[config.mk]
export PLATFORM = sky130hd
export DESIGN_NAME = uart_transmit_flat
export DESIGN_NICKNAME = d
export VERILOG_FILES = /design/src/rtl/uart_pkg.sv /design/src/rtl/uart_transmit_if.sv /design/src/rtl/uart_baud_counter.sv /design/src/rtl/uart_transmit.sv /design/src/flat_wrapper.sv
export SDC_FILE = /design/constraint.sdc
export NUM_CORES = 1
export LEC_CHECK = 0
export BUFFER_PORTS_ARGS = -buffer_cell sky130_fd_sc_hd__buf_4
export CAP_MARGIN = 15
export CORE_UTILIZATION = 59
export CTS_BUF_LIST = sky130_fd_sc_hd__clkbuf_8
export CTS_CLUSTER_DIAMETER = 200
export DETAILED_ROUTE_END_ITERATION = 7
export GPL_TIMING_DRIVEN = 0
export PLACE_DENSITY = 0.81
export RECOVER_POWER = 50
export SLEW_MARGIN = 20
export SYNTH_ARGS = -nofsm -noshare
export SYNTH_HDL_FRONTEND = slang
export SYNTH_SLANG_ARGS = --single-unit
[constraint.sdc]
create_clock -name Clk -period 1.9 [get_ports Clk]
set_clock_uncertainty 0.1 [all_clocks]
set_input_delay 0.095 -clock Clk [delete_from_list [all_inputs] [get_ports Clk]]
set_output_delay 0.095 -clock Clk [all_outputs]
set_load 0.02 [all_outputs]
[src/rtl/uart_pkg.sv]
// uart_pkg: shared types and constants for the 8N1 UART transmitter.
//   uart_state_e          - transmitter FSM states
//   DATA_BITS            - payload bits per frame
//   DEFAULT_CLKS_PER_BIT - default system clocks per serial bit
package uart_pkg;

  localparam int DATA_BITS            = 8;
  localparam int DEFAULT_CLKS_PER_BIT = 16;

  typedef enum logic [2:0] {
    IDLE,
    START,
    DATA,
    STOP,
    DONE
  } uart_state_e;

endpackage

[src/rtl/uart_transmit_if.sv]
// uart_transmit_if: producer-to-transmitter handshake plus the serial line.
//   T_EN          - level-sensitive transmit request (producer -> tx)
//   Data          - byte to send, sampled at frame start (producer -> tx)
//   Serial        - TX line, idles high (tx -> board)
//   Transmit_Done - one-cycle end-of-frame strobe (tx -> producer)
// Modports: master = producer side, slave = transmitter side.
interface uart_transmit_if;
  import uart_pkg::*;

  logic                 T_EN;
  logic [DATA_BITS-1:0] Data;
  logic                 Serial;
  logic                 Transmit_Done;

  modport master (
    output T_EN,
    output Data,
    input  Serial,
    input  Transmit_Done
  );

  modport slave (
    input  T_EN,
    input  Data,
    output Serial,
    output Transmit_Done
  );
endinterface

[src/rtl/uart_baud_counter.sv]
// uart_baud_counter: bit-period timer, counts 0..CLKS_PER_BIT-1 and wraps.
//   Clk     - system clock
//   reset   - asynchronous active-high reset
//   clear   - synchronous clear, holds the count at 0
//   bit_end - high during the last clock of each bit period
module uart_baud_counter #(
  parameter int CLKS_PER_BIT = 16
) (
  input  logic Clk,
  input  logic reset,
  input  logic clear,
  output logic bit_end
);
  localparam int            CW   = $clog2(CLKS_PER_BIT);
  localparam logic [CW-1:0] LAST = CW'(CLKS_PER_BIT - 1);

  logic [CW-1:0] count;

  always_ff @(posedge Clk or posedge reset) begin
    if (reset) begin
      count <= '0;
    end else if (clear || count == LAST) begin
      count <= '0;
    end else begin
      count <= count + CW'(1);
    end
  end

  assign bit_end = (count == LAST);
endmodule

[src/rtl/uart_transmit.sv]
// uart_transmit: 8N1 serial transmitter. Frames a byte as start bit, eight
// data bits LSB-first and a stop bit, then pulses Transmit_Done for one
// cycle. Holding T_EN high streams back-to-back frames (period 10N+2).
//   Clk   - system clock
//   reset - asynchronous active-high reset
//   bus   - uart_transmit_if.slave (T_EN, Data in; Serial, Transmit_Done out)
module uart_transmit
  import uart_pkg::*;
#(
  parameter int CLKS_PER_BIT = DEFAULT_CLKS_PER_BIT
) (
  input logic            Clk,
  input logic            reset,
  uart_transmit_if.slave bus
);
  uart_state_e          state;
  logic [DATA_BITS-1:0] shift_reg;
  logic [2:0]           bit_idx;
  logic                 bit_end;
  logic                 baud_clear;

  // Baud timer only runs while a bit is on the line, so each bit period
  // starts from zero right after the start edge.
  assign baud_clear = (state == IDLE) || (state == DONE);

  uart_baud_counter #(
    .CLKS_PER_BIT(CLKS_PER_BIT)
  ) u_baud (
    .Clk     (Clk),
    .reset   (reset),
    .clear   (baud_clear),
    .bit_end (bit_end)
  );

  always_ff @(posedge Clk or posedge reset) begin
    if (reset) begin
      state             <= IDLE;
      shift_reg         <= '0;
      bit_idx           <= '0;
      bus.Serial        <= 1'b1;
      bus.Transmit_Done <= 1'b0;
    end else begin
      case (state)
        IDLE: begin
          bus.Serial        <= 1'b1;
          bus.Transmit_Done <= 1'b0;
          if (bus.T_EN) begin
            shift_reg  <= bus.Data;
            bit_idx    <= '0;
            bus.Serial <= 1'b0;
            state      <= START;
          end
        end
        START: begin
          if (bit_end) begin
            bus.Serial <= shift_reg[0];
            state      <= DATA;
          end
        end
        DATA: begin
          if (bit_end) begin
            if (bit_idx == 3'(DATA_BITS - 1)) begin
              bus.Serial <= 1'b1;
              state      <= STOP;
            end else begin
              // Registered output: drive the next bit directly rather than
              // waiting a cycle for the shifted value.
              shift_reg  <= shift_reg >> 1;
              bus.Serial <= shift_reg[1];
              bit_idx    <= bit_idx + 3'd1;
            end
          end
        end
        STOP: begin
          if (bit_end) begin
            bus.Transmit_Done <= 1'b1;
            state             <= DONE;
          end
        end
        DONE: begin
          bus.Serial        <= 1'b1;
          bus.Transmit_Done <= 1'b0;
          state             <= IDLE;
        end
        default: begin
          bus.Serial        <= 1'b1;
          bus.Transmit_Done <= 1'b0;
          state             <= IDLE;
        end
      endcase
    end
  end
endmodule

[src/flat_wrapper.sv]
// flat-port wrapper written by rule: the top's interface ports become plain ports
module uart_transmit_flat import uart_pkg::*;
#(
  parameter int CLKS_PER_BIT = DEFAULT_CLKS_PER_BIT
)
  (Clk, reset, bus_T_EN, bus_Data, bus_Serial, bus_Transmit_Done);
  uart_transmit_if bus_i ();
  input logic Clk;
  input logic reset;
  input wire logic [$bits(bus_i.T_EN)-1:0] bus_T_EN;
  input wire logic [$bits(bus_i.Data)-1:0] bus_Data;
  output wire logic [$bits(bus_i.Serial)-1:0] bus_Serial;
  output wire logic [$bits(bus_i.Transmit_Done)-1:0] bus_Transmit_Done;
  assign bus_i.T_EN = bus_T_EN;
  assign bus_i.Data = bus_Data;
  assign bus_Serial = bus_i.Serial;
  assign bus_Transmit_Done = bus_i.Transmit_Done;
  uart_transmit #(.CLKS_PER_BIT(CLKS_PER_BIT)) u_core (.Clk(Clk), .reset(reset), .bus(bus_i));
endmodule
== After elaboration in Yosys (flattened, before gate mapping) ==
Cells that the tools add are included.

* Output and inout port bits: 2
* Bits in registers: 20
* Logic and storage cells: 53
* Input port bits: 11

* Eq/ne operators: 12
* Reductions and logical operators: 9
* Bitwise logic cells: 2
* Add/sub/neg operators: 2
* Muxes and demuxes: 22

{| class="wikitable"
|+ Operator list
! cell !! number
|-
| 3-bit two-way mux || 8
|-
| 8-bit two-way mux || 3
|-
| 8-bit one-hot mux with 2 select lines || 1
|-
| 3-bit one-hot mux with 4 select lines || 1
|-
| 2-bit by 1-bit != test with 1-bit output (second input constant) || 4
|-
| 3-bit by 2-bit == test with 1-bit output (second input constant) || 2
|-
| 3-bit == test (second input constant) || 2
|-
| 3-bit one-hot mux with 2 select lines || 1
|-
| 1-bit two-way mux || 5
|-
| 5-bit AND reduction || 1
|-
| 4-bit by 1-bit adder with 4-bit output (second input constant) || 1
|-
| 4-bit == test (second input constant) || 1
|-
| 4-bit two-way mux || 1
|-
| 2-bit != test (second input constant) || 2
|-
| 1-bit one-hot mux with 4 select lines || 1
|-
| 4-bit AND reduction || 1
|-
| 3-bit by 1-bit adder with 3-bit output (second input constant) || 1
|-
| 3-bit by 1-bit == test with 1-bit output (second input constant) || 1
|-
| 3-bit zero test || 1
|-
| 3-bit AND reduction || 1
|-
| 1-bit logical OR || 2
|-
| 1-bit NOT || 2
|-
| 1-bit one-hot mux with 2 select lines || 1
|-
| 2-bit AND reduction || 1
|-
| other kinds (2) || 2
|}

== Logic depth before layout (Yosys ltp) ==
Gate-level depths: netlist (run 1).

* Depth in word-level cells: 4
* Depth in mapped cells: 6
* Gate-level depth less buffers: 5

== Hierarchy ==
From an unflattened synthesis (run 1), not the netlist that was laid out.

* Cells, all modules: 96
* Area, all modules: 996.0 µm²

{| class="wikitable"
|+ By module, submodules not included
! module !! cells each !! instances !! sequential area each (µm²) !! area each (µm²)
|-
| uart_transmit || 82 || 1 || 401.6 || 820.8
|-
| uart_baud_counter || 14 || 1 || 100.1 || 175.2
|}

== Worst setup path after synthesis (run 1) ==
Ideal clock, no wire load.

* Kind: flip-flop to flip-flop
* Start point: register u_core.bit_idx[0]
* End point: register u_core.bit_idx[1]
* Data required time: 1,679 ps
* Cell stages (with the launch flop): 7
* Buffers on the path: 1
* Path slack: 162 ps
* Library setup time: 121 ps
* Data arrival time: 1,517 ps
* Period minus slack after synthesis: 1,738 ps
* Path through: dfrtp_1 ha_1 ha_1 nor2b_1 o221ai_4 buf_6 a22o_1

* Word-level cells in the longest chain between the ends: 4
* Elaborated cells between the ends (all ways): 7
* Those cells by class: add/sub: 1; eq/ne: 2; mux: 3; reduce/logical: 1

{| class="wikitable"
|+ RTL lines
! item !! RTL line !! text
|-
| start, declared || uart_transmit.sv:18 || <nowiki>logic [2:0] bit_idx;</nowiki>
|-
| start signal, assigned || uart_transmit.sv:70 || <nowiki>bit_idx <= bit_idx + 3'd1;</nowiki>
|-
| 3-bit by 1-bit adder with 3-bit output || uart_transmit.sv:70 ||
|-
| 3-bit two-way mux || uart_transmit.sv:62 || <nowiki>if (bit_idx == 3'(DATA_BITS - 1)) begin</nowiki>
|-
| 3-bit two-way mux || uart_transmit.sv:61 || <nowiki>if (bit_end) begin</nowiki>
|-
| 3-bit one-hot mux with 2 select lines || uart_transmit.sv:43 || <nowiki>case (state)</nowiki>
|}

Several ways; a longest one is shown, not always the timed one. The select of a mux whose other input is x is not followed.
A chain may end at the register's enable or synchronous reset.

== Final worst setup path (run 1) ==
* Start point: register u_core.u_baud.count[0]
* End point: register u_core.shift_reg[3]

* Word-level cells in the longest chain between the ends: 3

{| class="wikitable"
|+ RTL lines
! item !! RTL line !! text
|-
| start, declared || uart_baud_counter.sv:17 || <nowiki>logic [CW-1:0] count;</nowiki>
|-
| start signal, assigned || uart_baud_counter.sv:25 || <nowiki>count <= count + CW'(1);</nowiki>
|-
| 4-bit == test || uart_baud_counter.sv:29 || <nowiki>assign bit_end = (count == LAST);</nowiki>
|-
| 2-bit by 1-bit != test with 1-bit output (no source line) || - ||
|-
| 4-bit AND reduction (no source line) || - ||
|-
| end signal, assigned || uart_transmit.sv:48 || <nowiki>shift_reg <= bus.Data;</nowiki>
|-
| end signal, assigned || uart_transmit.sv:68 || <nowiki>shift_reg <= shift_reg >> 1;</nowiki>
|-
| end, declared || uart_transmit.sv:17 || <nowiki>logic [DATA_BITS-1:0] shift_reg;</nowiki>
|}

No other way between the ends.

==> summary.txt, run 1 <==
Core area: 1590 sq um
Synth Area in XOR/XNOR: 1.64%
Synth cell types: 37
TNS Setup: 0 ns
Worst r2r src: u_core.u_baud.count[0]
Residual DRC: 0
Filler cell count: 108
Post-Syn Nets: 107
Capture point of the worst reg-to-reg path: u_core.shift_reg[3]
Final Util: 78.2%
CTS root buf: clkbuf_8
Tcrit/Tclk final: 93.6%
Mux contribution to synthesized area: 2.00%
CTS sink cnt: 20
Post-DP HPWL: 1340 um
Hold Vio Cnt, Final: 0
Initial core utilization: 66.9%
Die Area: 1980 sq um
Share of layout cells above drive strength 1: 21.6%
Met2 usage: 38.2%
Synthesized instance count: 93
Setup crit start kind: register
Register area share after synthesis: 47.1%
Layout area overhead: 16.9%
Logic pwr share: 41.8%
Relative slew slack: 51.0%
CTS clk-pin slew, worst paths: 0.07 ns
Crit-path max cell delay: 0.41 ns
All-layer global routing usage: 24.2%
Placed cells: 129
Worst path arrival time: 1.80 ns
Final worst path period need: 1.78 ns
Worst vdd ir: 0.980 mV
Max Cap Violations: 0
Vias per inst: 5.77
Largest family of logic cells by synthesized area: compound AO/OA/AOI/OAI gates
Diode count: 0
Switching Power: 608 uW
First-pass GRT wire length: 3360 um
Setup WS post-layout: 0.122 ns
Setup violations, final: 0
Synth Area in Compound Gates: 23.4%
Crit-path leading delay family: flip-flops
Net Sw Frac: 36.0%
Status: complete, no violations
GR peak layer: met2
Max-slew violations: 0
Register share of total power: 42.0%
Via count: 779
Hold Path Depth: 3
Met3 Track Usage GR: 8.57%
Total CTS buffers: 3
WP buf/inv: 2
H-tree levels: 1
Worst Hold End: u_core.shift_reg[6]
Pwr Density: 1360 nW/um^2
CP cell instances: ha_1 > and3_1 > buf_2 > buf_2 > a32oi_1 > o2bb2ai_1
CTS tree: yes
Pre-CTS setup slack: 0.0609 ns
Router iterations before antenna repair: 4
Nets: 126
Row count: 14
HP Start: bus_Data[6]
Critical Path End Type: register
Internal power: 1080 uW
Setup Buffers After CTS: 0
Worst R2R Setup Slack: 0.12 ns
Worst-Margin Slew: 0.735 ns
Routing usage on met1: 31.3%
Ys Warns: 0
Routability cong.: 0.748
Critical path's slowest cell: dfrtp_1
Max clock buf depth: 2
Routed wire length: 1920 um
Adder-Cell Fraction of Synth Area: 4.46%
Simple-gate area share of the yosys netlist: 15.5%
Leakage: 0.000576 uW
Worst-path fanout max: 10
Fmax: 562 MHz
GR Overflow Total: 0
Synthesized cell area: 1070 sq um
Antenna violations before repair: 0
Antenna viol nets, final: 0
Clock group share of total power: 16.2%
Unrepaired setup endpoints after global routing: no
Number of global-route vias before repair: 767
Reg2reg path depth: 6
Die Height: 44.5 um
WS Path Type: reg2reg
Post-route insts no fill: 135
Die Wd: 44.5 um
Largest register FFs: 8
Largest net degree at the start of global routing: 21
DR iter-0 viols: 11
Clk Latency, worst-skew pair: 0.26 ns
Avg Inst Size Synth: 11.5 sq um
Worst endpoint required time: 1.92 ns
Critical path's most frequent cell: buf_2
WL/cell: 14.2 um
Buffers on Ports: 12
Yosys reg bits: 20
I/O pin count: 13
Hold WC Path Type: in2reg
power by group through the flow:
stage / registers (uW) / clock network [uW] / logic [uW]
2_1_floorplan: 713 / 0 / 552
3_3_place_gp: 713 / 0 / 704
3_5_place_dp: 718 / 0 / 721
4_1_cts: 711 / 284 / 725
5_1_grt: 735 / 298 / 789
6_report: 710 / 274 / 706
kinds of logic (layout without fill, tap and decap cells):
family	after synthesis	in the layout
AOI/OAI and AO/OA	28	28
DFF	20	20
muxes	2	2
adders and majority gates	4	4
and+or+nand+nor	27	27
buffers and inverters	10	28
xor gates and xnor gates	2	2
final cells by class:
class	count	area [sq um]	area share [%]
flip-flops and latches	20	502	40.3
plain buffers	8	56.3	4.52
clock buffers	3	41.3	3.31
inverters	2	7.51	0.602
repair buffers	14	103	8.23
clock inverters	1	3.75	0.301
multi-input cells	63	503	40.4
well taps	24	30.0	2.41
through the flow:
step,hold WS [ns],power (uW),instance area [sq um]
4_1_cts,0.0172,1720,1250
6_report,0.0179,1690,1250
2_1_floorplan,-0.0419,1260,1070
3_5_place_dp,0.169,1440,1190
3_3_place_gp,0.159,1420,1190
5_1_grt,0.0300,1820,1250
how the worst max path moves through the flow:
stage / startpoint / endpoint / slack, ns / cells after the start
floorplan: u_core.bit_idx[0] / u_core.bit_idx[1] / 0.16 / 6
global placement: u_core.bit_idx[0] / u_core.bit_idx[1] / 0.07 / 6
detailed placement: u_core.bit_idx[0] / u_core.bit_idx[2] / 0.06 / 6
CTS: u_core.bit_idx[0] / u_core.bit_idx[1] / 0.04 / 6
global route: u_core.u_baud.count[0] / u_core.shift_reg[4] / 0.03 / 6
finish: u_core.u_baud.count[0] / u_core.shift_reg[3] / 0.12 / 6
layer usage:
layer	vias up	wire length, um	share of wire, %
met3	2	78	4.1
met2	9	904	47
met4	0	18	0.94
met1	376	923	48
li1	392	-	-
met5	-	0	0
layout by cell type (no fill, tap or decap), types with 2 or more instances in the layout:
cell / Yosys / routed
buf_6: 3 / 3
clkbuf_8: 0 / 3
dfrtp_1: 19 / 19
nor2b_1: 4 / 3
ha_1: 3 / 3
clkbuf_1: 1 / 3
nor2_1: 5 / 5
nor2b_2: 1 / 2
dlygate4sd3_1: 0 / 2
a32oi_1: 7 / 7
and3_1: 3 / 3
o2bb2ai_1: 8 / 8
buf_2: 3 / 3
nand3_1: 2 / 2
inv_1: 2 / 3
and2b_1: 5 / 5
o21ai_0: 2 / 2
nor3b_1: 3 / 3
a22o_1: 2 / 2
buf_4: 0 / 9
synthesized netlist by cell type (all sizes together):
cell      n  area share, %
dfrtp    19             45
o2bb2ai   8            6.6
a32oi     7            5.8
buf       7            4.9
and2b     5            3.5
nor2      5            1.8
nor2b     5            3.2
and3      3            1.8
ha        3            3.5
nor3b     3            2.1
o21ai     3            1.4
a22o      2            1.6
inv       2           0.70
nand3     2           0.94
a21o      1           0.70
a21oi     1           0.47
a311o     1           0.94
a311oi    1           0.82
a31oi     1           0.59
clkbuf    1           0.35
dfstp     1            2.5
maj3      1           0.94
mux2      1            1.1
mux2i     1           0.94
nand2     1           0.35
nand4     1           0.59
nor3      1           0.47
o2111a    1            1.1
o221ai    1            2.5
o311a     1           0.94
or3b      1           0.82
xnor2     1           0.82
xor2      1           0.82
worst min-delay path: cells and delay by family:
kind                   cells  cell delay, ns
AOI/OAI and AO/OA          2            0.17
buffers and inverters      1            0.08
what timing repair did:
item / 4_1_cts / 5_1_grt
hold buffers: 2 / 0
hold endpoints to repair: 20 / 0
endpoints found under the setup margin: 0 / 6
resized for setup: 0 / 1
Power figures use the tool's default switching activity.
==> run 2: changes to the inputs <==
Settings changed: RECOVER_POWER 50 to 100, REMOVE_ABC_BUFFERS set to 1, SETUP_SLACK_MARGIN set to 0.5.
==> summary.txt, run 2 (same netlist as run 1, synthesis figures left out) <==
Status: complete, no violations
First-pass GRT wire length: 4600 um
WL/cell: 26.9 um
Antenna viol nets, final: 0
Critical Path End Type: register
Row count: 14
Via count: 1,105
Post-route insts no fill: 152
Setup WS post-layout: 0.139 ns
Antenna violations before repair: 0
Final worst path period need: 1.76 ns
TNS Setup: 0 ns
I/O pin count: 13
Max Cap Violations: 0
Placed cells: 121
Pwr Density: 1510 nW/um^2
Max clock buf depth: 2
CTS tree: yes
Buffers on Ports: 12
WS Path Type: reg2reg
Crit-path max cell delay: 0.40 ns
Residual DRC: 0
Routed wire length: 4100 um
Leakage: 0.000651 uW
Die Wd: 44.5 um
Router iterations before antenna repair: 4
Largest register FFs: 8
Unrepaired setup endpoints after global routing: yes
Worst-path fanout max: 6
Die Area: 1980 sq um
Worst endpoint required time: 1.95 ns
Cell Area, Placed: 1130 sq um
Finished Cell Area: 1450 sq um
Core area: 1590 sq um
Routability cong.: 0.731
Vias per inst: 7.27
H-tree levels: 1
GR Overflow Total: 0
Crit-path leading delay family: flip-flops
Worst path arrival time: 1.81 ns
CTS clk-pin slew, worst paths: 0.08 ns
Total Power: 2190 uW
Critical path's slowest cell: dfrtp_1
HP Start: bus_Data[0]
Setup violations, final: 0
Hold WC Path Type: in2reg
Post-DP HPWL: 1350 um
Clk Latency, worst-skew pair: 0.26 ns
Worst r2r src: u_core.bit_idx[1]
Worst Setup SP: u_core.bit_idx[1]
Fmax: 568 MHz
Die Height: 44.5 um
Hold Vio Cnt, Final: 0
Tcrit/Tclk final: 92.7%
Worst-Margin Slew: 0.748 ns
Pre-CTS setup slack: -0.126 ns
Highest-count cells in the layout ignoring fill and taps: buf_4, dfrtp_1, a32oi_1
Number of global-route vias before repair: 998
WP buf/inv: 0
Worst vdd ir: 1.42 mV
CTS root buf: clkbuf_8
CP cell instances: ha_2 > ha_4 > nor2b_4 > o221ai_2 > mux2_1
Setup crit start kind: register
CTS sink cnt: 20
Total CTS buffers: 3
Layout area overhead: 36.0%
All-layer global routing usage: 33.3%
Largest net degree at the start of global routing: 21
Initial core utilization: 66.9%
DR iter-0 viols: 88
Relative slew slack: 50.1%
Nets: 143
Max-slew violations: 0
Share of layout cells above drive strength 1: 43.0%
Diode count: 0
Leading cell type in the layout, fill and taps excluded: buf_4
-- run 2: power by group --
group	total, uW	switching, uW	internal [uW]
Combinational	1080	563	519
Clock	299	155	144
Sequential	807	206	602
-- run 2: metrics by stage --
stage	util, %	hold slack [ns]
6_report	91.0	0.0333
4_1_cts	85.4	0.0230
5_1_grt	91.0	0.0495
3_3_place_gp	70.9	0.158
2_1_floorplan	-	-0.0419
3_5_place_dp	70.9	0.179
-- run 2: worst paths after layout --
kind	to	cells past startpoint	slack, ns
worst max-delay path	u_core.bit_idx[0]	5	0.14
worst min-delay path	u_core.shift_reg[0]	3	0.03
worst max register to register	u_core.bit_idx[0]	5	0.14
worst min register to register	u_core.shift_reg[6]	1	0.40
max in group asynchronous	u_core.state[2]	3	0.73
min in group asynchronous	u_core.bit_idx[1]	3	0.45
-- run 2: layout make-up --
cell class / instances / area [sq um]
tap: 24 / 30.0
clock buffer: 3 / 41.3
timing repair buffer: 37 / 272
multi-input combinational: 65 / 589
inverter: 2 / 7.51
fill: 51 / 144
sequential: 20 / 507
clock inverter: 1 / 3.75
-- run 2: per-layer routing --
metal  up-vias  part of all wire, %  global-route usage, %
met2       119                   45                   52.9
met3        52                   12                   7.76
met1       505                   33                   40.5
li1        429                    -                      -
met4         0                  9.6                   21.2
met5         -                    0                      0
-- run 2: repair_timing --
action | 4_1_cts | 5_1_grt
endpoints found under the hold margin | 20 | 0
buffers inserted | 13 | 10
pin swaps | 7 | 9
cloned | 1 | 1
resized for setup | 14 | 14
endpoints found under the setup margin | 17 | 16
hold buffers | 2 | 0
-- run 2: worst register-to-register path: stages (launching register included) --
cell      delay [ns]
dfrtp_1         0.40
ha_2            0.20
ha_4            0.18
nor2b_4         0.18
o221ai_2        0.22
mux2_1          0.37
==> run 3: changes to the inputs <==
Settings changed: PLACE_DENSITY 0.81 to 0.83.
==> summary.txt, run 3 (same netlist as run 1, synthesis figures left out) <==
Status: complete, no violations
Worst-Margin Slew: 0.755 ns
Unrepaired setup endpoints after global routing: yes
Min Hold Slack: 0.00663 ns
Met2 usage: 54.1%
Capture point of the worst reg-to-reg path: u_core.bit_idx[0]
GR Overflow Total: 0
CTS sink cnt: 20
Share of layout cells above drive strength 1: 38.7%
Max-slew violations: 0
Hold Vio Cnt, Final: 0
Pwr Density: 1410 nW/um^2
Filler cell count: 74
Setup crit start kind: register
Final worst path period need: 1.77 ns
First-pass GRT wire length: 4440 um
Die Height: 44.5 um
WS Path Type: reg2reg
Via count: 904
DR iter-0 viols: 26
Worst path arrival time: 1.83 ns
Hold WC Path Type: in2reg
Worst Hold End: u_core.shift_reg[7]
Routability cong.: 0.773
Reg2reg path depth: 5
All-layer global routing usage: 32.1%
Placed cells: 121
Nets: 139
CTS root buf: clkbuf_8
Max clock buf depth: 2
Worst R2R Setup Slack: 0.13 ns
Leading cell type in the layout, fill and taps excluded: buf_4
Core area: 1590 sq um
Worst r2r src: u_core.u_baud.count[1]
Leakage: 0.000651 uW
Worst vdd ir: 1.26 mV
Buffers on Ports: 12
H-tree levels: 1
Vias per inst: 6.11
Antenna viol nets, final: 0
Clk Latency, worst-skew pair: 0.27 ns
Largest net degree at the start of global routing: 21
Worst-path fanout max: 7
GR peak layer: met2
Area of the multi-input gates: 541 sq um
Antenna violations before repair: 0
Setup violations, final: 0
CTS tree: yes
Tcrit/Tclk final: 93.4%
Residual DRC: 0
Setup WS post-layout: 0.125 ns
Diode count: 0
Fmax: 563 MHz
Critical Path End Type: register
Die Wd: 44.5 um
Pre-CTS setup slack: -0.117 ns
Highest-count cells in the layout ignoring fill and taps: buf_4, dfrtp_1, o2bb2ai_1
Relative slew slack: 49.6%
Post-route insts no fill: 148
Initial core utilization: 66.9%
Layout area overhead: 31.9%
CTS clk-pin slew, worst paths: 0.08 ns
Hold Path Depth: 3
Routing usage on met1: 39.0%
Post-DP HPWL: 1320 um
Met3 Track Usage GR: 4.49%
Largest register FFs: 8
I/O pin count: 13
Routed wire length: 2780 um
WL/cell: 18.8 um
Router iterations before antenna repair: 4
Number of global-route vias before repair: 922
Die Area: 1980 sq um
Total CTS buffers: 3
Max Cap Violations: 0
Register area: 505 sq um
HP Start: bus_Data[7]
Row count: 14
Worst endpoint required time: 1.96 ns
## run 3: changes by cell type in the layout (fill, tap and decap cells not counted), moves of 2 or more
cell,change
clkbuf_1,-2
o2bb2ai_2,-4
o221ai_2,-2
o2bb2ai_1,+4
## run 3: area by class of cell
class,instances,share of cell area (%)
multi-input cells,63,38.4
clock inverters,1,0.267
repair buffers,35,19.8
inverters,2,0.534
flip-flops and latches,20,35.9
clock buffers,3,2.94
well taps,24,2.14
## run 3: report_power, final
| part | leakage (uW) | switching [uW] | internal, uW |
|---|---|---|---|
| registers | 0.000246 | 144 | 599 |
| logic | 0.000377 | 453 | 490 |
| clock network | 0.0000269 | 150 | 144 |
| total | 0.000651 | 747 | 1230 |
## run 3: worst max-delay path by stage
stage / from / to / slack [ns] / cells after the start
6_report: u_core.u_baud.count[1] / u_core.bit_idx[0] / 0.13 / 5
5_1_grt: u_core.u_baud.count[1] / u_core.bit_idx[0] / 0.10 / 5
4_1_cts: u_core.bit_idx[1] / u_core.bit_idx[0] / 0.25 / 6
3_5_place_dp: u_core.u_baud.count[0] / u_core.bit_idx[0] / -0.12 / 4
3_3_place_gp: u_core.u_baud.count[0] / u_core.bit_idx[0] / -0.08 / 4
2_1_floorplan: u_core.u_baud.count[0] / u_core.bit_idx[0] / 0.17 / 4
## run 3: metrics by stage
step | TNS, ns | util (%) | power (uW) | instance area, sq um
3_3_place_gp | -0.168 | 70.9 | 1340 | 1130
5_1_grt | 0 | 88.2 | 2090 | 1410
6_report | 0 | 88.2 | 1980 | 1410
4_1_cts | 0 | 88.0 | 1890 | 1400
2_1_floorplan | 0 | - | 1200 | 1010
3_5_place_dp | -0.430 | 70.9 | 1380 | 1130
## run 3: worst max-delay path, cell delays in order (launching register included)
cell and delay (ns):
dfrtp_1 0.38, ha_1 0.25, and3_1 0.34, o221ai_4 0.17
buf_12 0.17, mux2_4 0.25
## run 3: repair_timing
action / in CTS / in global routing
setup endpoints to repair: 17 / 16
hold buffers: 1 / 0
gates resized for setup: 17 / 2
setup buffers: 19 / 3
hold endpoints to repair: 19 / 0
pin swaps: 8 / 5
## run 3: layer usage
layer | up-vias | share of wire (%) | wire length [um]
met4 | 0 | 2.8 | 78
met3 | 9 | 4.9 | 136
li1 | 421 | - | -
met2 | 39 | 49 | 1360
met5 | - | 0 | 0
met1 | 435 | 43 | 1210
